File: config.mk
export PLATFORM = sky130hd
export DESIGN_NAME = data_mem_responder_flat
export DESIGN_NICKNAME = d
export VERILOG_FILES = /design/src/rtl/mem_if_pkg.sv /design/src/rtl/data_mem_responder_if.sv /design/src/rtl/data_mem_array.sv /design/src/rtl/data_mem_responder.sv /design/src/flat_wrapper.sv
export SDC_FILE = /design/constraint.sdc
export NUM_CORES = 1
export LEC_CHECK = 0
export CORE_ASPECT_RATIO = 0.9
export CORE_MARGIN = 8
export CORE_UTILIZATION = 35
export CTS_CLUSTER_DIAMETER = 60
export DETAILED_ROUTE_END_ITERATION = 10
export HOLD_SLACK_MARGIN = 0.06
export PLACE_DENSITY = 0.59
export SLEW_MARGIN = 20
export SYNTH_ARGS = -nofsm -noshare
export SYNTH_HDL_FRONTEND = slang
export SYNTH_SLANG_ARGS = --single-unit
File: constraint.sdc
create_clock -name clk -period 6 [get_ports clk]
set_input_delay 1.2 -clock clk [delete_from_list [all_inputs] [get_ports clk]]
set_output_delay 1.2 -clock clk [all_outputs]
set_load 0.01 [all_outputs]
File: src/rtl/mem_if_pkg.sv
// Shared definitions for the CPU load/store channel and its data memory
// responder.
//   WORD_W / ADDR_W : data and address widths of the channel
//   state_e         : responder FSM states
//   mem_req_t       : captured request (also used by the CPU-side initiator)
//   addr_in_range   : full-width address check against the memory depth
package mem_if_pkg;
    localparam int WORD_W = 16;
    localparam int ADDR_W = 16;

    typedef enum logic [1:0] {IDLE, WAIT, RESP} state_e;

    typedef struct packed {
        logic              write;
        logic [ADDR_W-1:0] addr;
        logic [WORD_W-1:0] wdata;
    } mem_req_t;

    // Compares the whole address, so out-of-range words never alias onto
    // low addresses.
    function automatic logic addr_in_range(input logic [ADDR_W-1:0] addr,
                                           input int unsigned depth);
        return 32'(addr) < depth;
    endfunction
endpackage

File: src/rtl/data_mem_responder_if.sv
// Request/response channel between the CPU (master) and the data memory
// responder (slave). Both directions use a valid/ready handshake.
//   req_valid/req_ready            : request handshake
//   req_write/req_addr/req_wdata   : request payload
//   rsp_valid/rsp_ready            : response handshake
//   rsp_rdata/rsp_err/rsp_write    : response payload
interface data_mem_responder_if;
    import mem_if_pkg::*;

    logic              req_valid;
    logic              req_ready;
    logic              req_write;
    logic [ADDR_W-1:0] req_addr;
    logic [WORD_W-1:0] req_wdata;
    logic              rsp_valid;
    logic              rsp_ready;
    logic [WORD_W-1:0] rsp_rdata;
    logic              rsp_err;
    logic              rsp_write;

    modport master (
        output req_valid, req_write, req_addr, req_wdata, rsp_ready,
        input  req_ready, rsp_valid, rsp_rdata, rsp_err, rsp_write
    );

    modport slave (
        input  req_valid, req_write, req_addr, req_wdata, rsp_ready,
        output req_ready, rsp_valid, rsp_rdata, rsp_err, rsp_write
    );
endinterface

File: src/rtl/data_mem_array.sv
// DEPTH x WORD_W register array.
//   clk, rst : clock, synchronous active-high clear of every word
//   we       : write enable (ignored for out-of-range addresses)
//   waddr    : write address, wdata : write data
//   raddr    : combinational read address, rdata : read data (0 if out of range)
module data_mem_array
    import mem_if_pkg::*;
#(
    parameter int DEPTH = 16
) (
    input  logic              clk,
    input  logic              rst,
    input  logic              we,
    input  logic [ADDR_W-1:0] waddr,
    input  logic [WORD_W-1:0] wdata,
    input  logic [ADDR_W-1:0] raddr,
    output logic [WORD_W-1:0] rdata
);
    localparam int IDX_W = (DEPTH > 1) ? $clog2(DEPTH) : 1;

    logic [DEPTH-1:0][WORD_W-1:0] mem;

    always_ff @(posedge clk) begin
        if (rst) begin
            mem <= '0;
        end else if (we && addr_in_range(waddr, DEPTH)) begin
            mem[waddr[IDX_W-1:0]] <= wdata;
        end
    end

    always_comb begin
        rdata = '0;
        if (addr_in_range(raddr, DEPTH)) begin
            rdata = mem[raddr[IDX_W-1:0]];
        end
    end
endmodule

File: src/rtl/data_mem_responder.sv
// Responder end of the CPU load/store channel. Accepts one request at a
// time, waits LATENCY cycles, then commits the store or reads the word and
// presents a registered response until the CPU takes it.
//   clk, rst : clock, synchronous active-high reset (also clears memory)
//   bus      : slave side of data_mem_responder_if
module data_mem_responder
    import mem_if_pkg::*;
#(
    parameter int DEPTH   = 16,
    parameter int LATENCY = 2
) (
    input  logic                 clk,
    input  logic                 rst,
    data_mem_responder_if.slave  bus
);
    localparam logic [3:0] LAT_M1 = 4'((LATENCY > 0) ? LATENCY - 1 : 0);

    state_e            state_q, state_d;
    logic [3:0]        cnt_q, cnt_d;
    mem_req_t          req_q, cur_req;
    logic              accept, commit, in_rng;
    logic [WORD_W-1:0] mem_rdata;
    logic [WORD_W-1:0] rsp_rdata_q;
    logic              rsp_err_q, rsp_write_q;

    // With LATENCY=0 the commit happens on the acceptance edge itself, so the
    // live bus payload is used while still in IDLE.
    always_comb begin
        cur_req = req_q;
        if (state_q == IDLE) begin
            cur_req = '{write: bus.req_write, addr: bus.req_addr, wdata: bus.req_wdata};
        end
    end

    assign in_rng = addr_in_range(cur_req.addr, DEPTH);

    always_comb begin
        state_d = state_q;
        cnt_d   = cnt_q;
        accept  = 1'b0;
        case (state_q)
            IDLE: begin
                if (bus.req_valid && !rst) begin
                    accept = 1'b1;
                    if (LATENCY > 0) begin
                        state_d = WAIT;
                        cnt_d   = LAT_M1;
                    end else begin
                        state_d = RESP;
                    end
                end
            end
            WAIT: begin
                if (cnt_q == 4'd0) state_d = RESP;
                else               cnt_d   = 4'(cnt_q - 4'd1);
            end
            RESP: begin
                if (bus.rsp_ready) state_d = IDLE;
            end
            default: state_d = IDLE;
        endcase
    end

    // Single point where a transaction takes effect: entry into RESP.
    assign commit = (state_d == RESP) && (state_q != RESP);

    always_ff @(posedge clk) begin
        if (rst) begin
            state_q     <= IDLE;
            cnt_q       <= '0;
            req_q       <= '0;
            rsp_rdata_q <= '0;
            rsp_err_q   <= 1'b0;
            rsp_write_q <= 1'b0;
        end else begin
            state_q <= state_d;
            cnt_q   <= cnt_d;
            if (accept) req_q <= cur_req;
            if (commit) begin
                rsp_write_q <= cur_req.write;
                rsp_err_q   <= !in_rng;
                rsp_rdata_q <= (!cur_req.write && in_rng) ? mem_rdata : '0;
            end
        end
    end

    data_mem_array #(.DEPTH(DEPTH)) u_array (
        .clk   (clk),
        .rst   (rst),
        .we    (commit && cur_req.write && in_rng),
        .waddr (cur_req.addr),
        .wdata (cur_req.wdata),
        .raddr (cur_req.addr),
        .rdata (mem_rdata)
    );

    // req_ready is held low through the reset cycle itself.
    assign bus.req_ready = (state_q == IDLE) && !rst;
    assign bus.rsp_valid = (state_q == RESP);
    assign bus.rsp_rdata = rsp_rdata_q;
    assign bus.rsp_err   = rsp_err_q;
    assign bus.rsp_write = rsp_write_q;
endmodule

File: src/flat_wrapper.sv
// flat-port wrapper written by rule: the top's interface ports become plain ports
module data_mem_responder_flat import mem_if_pkg::*;
#(
    parameter int DEPTH   = 16,
    parameter int LATENCY = 2
)
  (clk, rst, bus_req_valid, bus_req_write, bus_req_addr, bus_req_wdata, bus_rsp_ready, bus_req_ready, bus_rsp_valid, bus_rsp_rdata, bus_rsp_err, bus_rsp_write);
  data_mem_responder_if bus_i ();
  input  logic clk;
  input  logic rst;
  input wire logic [$bits(bus_i.req_valid)-1:0] bus_req_valid;
  input wire logic [$bits(bus_i.req_write)-1:0] bus_req_write;
  input wire logic [$bits(bus_i.req_addr)-1:0] bus_req_addr;
  input wire logic [$bits(bus_i.req_wdata)-1:0] bus_req_wdata;
  input wire logic [$bits(bus_i.rsp_ready)-1:0] bus_rsp_ready;
  output wire logic [$bits(bus_i.req_ready)-1:0] bus_req_ready;
  output wire logic [$bits(bus_i.rsp_valid)-1:0] bus_rsp_valid;
  output wire logic [$bits(bus_i.rsp_rdata)-1:0] bus_rsp_rdata;
  output wire logic [$bits(bus_i.rsp_err)-1:0] bus_rsp_err;
  output wire logic [$bits(bus_i.rsp_write)-1:0] bus_rsp_write;
  assign bus_i.req_valid = bus_req_valid;
  assign bus_i.req_write = bus_req_write;
  assign bus_i.req_addr = bus_req_addr;
  assign bus_i.req_wdata = bus_req_wdata;
  assign bus_i.rsp_ready = bus_rsp_ready;
  assign bus_req_ready = bus_i.req_ready;
  assign bus_rsp_valid = bus_i.rsp_valid;
  assign bus_rsp_rdata = bus_i.rsp_rdata;
  assign bus_rsp_err = bus_i.rsp_err;
  assign bus_rsp_write = bus_i.rsp_write;
  data_mem_responder #(.DEPTH(DEPTH), .LATENCY(LATENCY)) u_core (.clk(clk), .rst(rst), .bus(bus_i));
endmodule
==> summary.txt <==
Status
  • Status: finished, final reports clean

Clock tree
  • Clock Sinks: 313
  • Hold-fix buffers at CTS: 0
  • Clk slew on worst S/H paths: about 60 ps
  • Root buf cell: clkbuf_16
  • Number of buffers created by CTS: 34
  • H-tree Lvls: 2
  • Worst skew pair latency: 510 ps
  • Clk buf depth: 3
  • Post-CTS setup buffer count: 0
  • CTS tree: built
  • # resized after CTS: 0

Synth
  • Post-synthesis sequential area ratio: 0.449
  • Synth Area in Compound Gates: 0.135
  • Mapped Nets: 1663
  • Most used DFF post-synth: dfxtp_1
  • Adder-Cell Fraction of Synth Area: 0.00179
  • Post-synthesis register bit count: 313
  • Simple-Gate Fraction of Synth Area: 0.275
  • Synth Area per Inst: 8.59 um2
  • Synthesis Warnings: 0
  • Post-Syn Area: 0.0139 mm2
  • Synth Area in XOR/XNOR: 0.00126
  • Mux cell area share after synthesis: 0.0741
  • Netlist cell types: 49
  • Post-synth EDFFs: 0
  • Main combinational cell family by area after synthesis: simple AND/OR/NAND/NOR gates
  • Synth async-reset ratio: 0
  • Synthesized instance count: 1624

Floorplan
  • Die width: 226 um
  • DIE AREA: roughly 0.046 mm2
  • Rows: 69
  • Initial core utilization: 0.354
  • Core area: 0.0394 mm2
  • Ports: 57
  • Chip Height: 205 um

Critical path
  • Reg-to-reg setup timing slack: 2470 ps
  • Top cell by count, worst path: buf_4
  • Max incr delay on CP: 710 ps
  • Worst path required time: roughly 6400 ps
  • Worst path depth: 8
  • Worst path cell trace: clkdlybuf4s50_1 -> or4_1 -> o31ai_2 -> buf_4 -> and3b_1 -> and3_1 -> buf_4 -> mux2i_1
  • FF-to-FF End: u_core.u_array.mem[8]
  • Crit start category: primary input
  • R2R depth: 6
  • WP buf/inv: 3
  • R2R Path Start: u_core.state_q[1]
  • Family with the most delay on the worst path: simple AND/OR/NAND/NOR gates
  • Crit end category: flip-flop
  • Slowest CP cell: and3_1
  • Worst Path Max Fanout: 14
  • Crit path kind: in2reg
  • Arrival time of the worst setup path: 4100 ps

STA
  • Worst slew pin tran: 1080 ps
  • Max-slew violations: 0
  • Setup TNS: 0 ps
  • Final setup margin: about 2300 ps
  • Period minus WS final: ~3700 ps
  • F_max: 0.272 GHz
  • Layout Skew: 17.3 ps
  • Final Hold Fails: 0
  • Fin crit share: 0.613
  • Finish-stage setup viols: 0
  • RSZ-0062 raised after global routing: no
  • Rel. slew slack: 0.278

Place
  • Pre-CTS setup slack: 1870 ps
  • DP HPWL: 24000 um
  • Area post-placement: ~0.015 mm2
  • Number of port buffers: 56
  • RD Place Congestion: ~0.76
  • Placed insts: 2081

GRT
  • First-pass GRT wire length: 63200 um
  • Remaining Overflow, GRT: 0
  • Largest net degree at the start of global routing: 145
  • Vias in the first global route: 10900
  • All-Layer GR Usage: 0.170
  • Initial antenna violation count: 1

Layout
  • Commonest non-fill, non-tap cell in the layout: dfxtp_1
  • Fin nets: 1624
  • N_diodes: 0
  • Multi-input combinational cell area: 0.00684 mm2
  • Layout area overhead: 12.6%
  • Non-Filler Instances: about 2100
  • Design Area, Final: around 0.016 mm2
  • Fraction of final layout cells sized beyond drive strength 1: 0.0722
  • Fill count: between 3000 and 4000
  • Sequential cell area: between 0.006 and 0.007 mm2
  • Most frequent cells in the layout: 313 x dfxtp_1, 271 x nand2_1, 191 x nand3b_1

Route
  • DRC violations left: 0
  • Final WL: roughly 40000 um
  • Vias: 11400
  • Drt pass-1 iters: 6
  • Starting DRT DRC Count: about 1100
  • Average wire per standard cell: 18.9 um
  • Vias per std cell: 5.34
  • Post-DRT Antenna Nets: 0

Hold path
  • Hold crit path type: reg2reg
  • Hold_sp: u_core.req_q[25]
  • Hold path cells: 2
  • WHS Endpoint: u_core.req_q[25]

Job
  • Max_cap viols: 0

Pwr
  • Peak supply drop: 0.000171 V
  • P_leak: approximately 5 nW
  • Pwr dens: 308 mW/mm2
## tightest hold or removal path, cell delays in order (launching register included)
cell	delay, ps
dfxtp_1	310
nand2_1	50
a21oi_1	50
## flip-flops by register name, summed over array words and instances (netlist names)
| register | cells |
|---|---|
| u_core.bus.rsp_write | 1 |
| u_core.state_q | 2 |
| u_core.bus.rsp_err | 1 |
| u_core.bus.rsp_rdata | 16 |
| u_core.cnt_q | 4 |
| u_core.u_array.mem | 256 |
| u_core.req_q | 33 |
## worst max-delay path by stage
stage / startpoint / endpoint / slack (ps)
floorplan: rst / bus_req_ready / 2390
global placement: bus_req_addr[13] / u_core.bus.rsp_rdata[1] / 1830
detailed placement: bus_req_addr[2] / u_core.u_array.mem[59] / 1870
CTS: bus_req_addr[2] / u_core.u_array.mem[59] / 2400
global route: bus_req_addr[2] / u_core.u_array.mem[61] / 2220
finish: bus_req_addr[2] / u_core.u_array.mem[8] / 2320
## logic make-up after synthesis
kind of cell               after synthesis
DFF                                    313
and+or+nand+nor                        718
adders and majority gates                2
AOI/OAI and AO/OA                      326
muxes                                  102
buffers and inverters                  161
xor gates and xnor gates                 2
## cell type report
type,instances,share of cell area
Clock buffer,52,0.0664
Sequential cell,313,0.399
Inverter,3,0.000717
Tap cell,532,0.0424
Multi-Input combinational cell,1150,0.436
Clock inverter,6,0.00669
Timing Repair Buffer,83,0.0489
## per-layer routing
layer | wire (um) | track usage | vias to the layer above
li1 | - | - | 5563
met1 | 19800 | 0.241 | 5520
met2 | 18100 | 0.272 | 267
met3 | 1740 | 0.0202 | 67
met4 | 763 | 0.0392 | 0
met5 | 0 | 0 | -
## through the flow
| step | hold WS (ps) | total power [mW] | utilization |
|---|---|---|---|
| 6_report | 455 | 4.83 | 0.399 |
| 5_1_grt | 469 | 5.00 | 0.399 |
| 4_1_cts | 457 | 4.86 | 0.399 |
| 3_5_place_dp | 448 | 2.71 | 0.370 |
| 3_3_place_gp | 442 | 2.71 | 0.369 |
| 2_1_floorplan | 436 | 2.52 | - |
## cells in the mapped netlist (15+ instances only)
| cell | count | area (um2) |
|---|---|---|
| dfxtp_1 | 313 | 6270 |
| nand2_1 | 272 | 1020 |
| nand3b_1 | 191 | 1430 |
| o21ai_1 | 166 | 831 |
| mux2i_1 | 98 | 981 |
| clkbuf_1 | 85 | 319 |
| nand2b_1 | 67 | 419 |
| nor2_1 | 66 | 248 |
| nand3_1 | 64 | 320 |
| a21oi_1 | 41 | 205 |
| o21ai_0 | 40 | 200 |
| buf_2 | 33 | 165 |
| buf_6 | 28 | 315 |
| a32oi_1 | 24 | 210 |
| o21ai_2 | 17 | 149 |
| or3_1 | 17 | 106 |
| a21o_1 | 16 | 120 |
| nand4_1 | 15 | 93.8 |
## power breakdown
part	switching (mW)	internal, mW	total (mW)	leakage, nW
clock	0.844	1.32	2.17	0.564
sequential	0.0160	2.10	2.12	2.53
combinational	0.380	0.170	0.550	2.02
total	1.24	3.59	4.83	5.11
No activity file was read; power rests on OpenSTA's default activity.
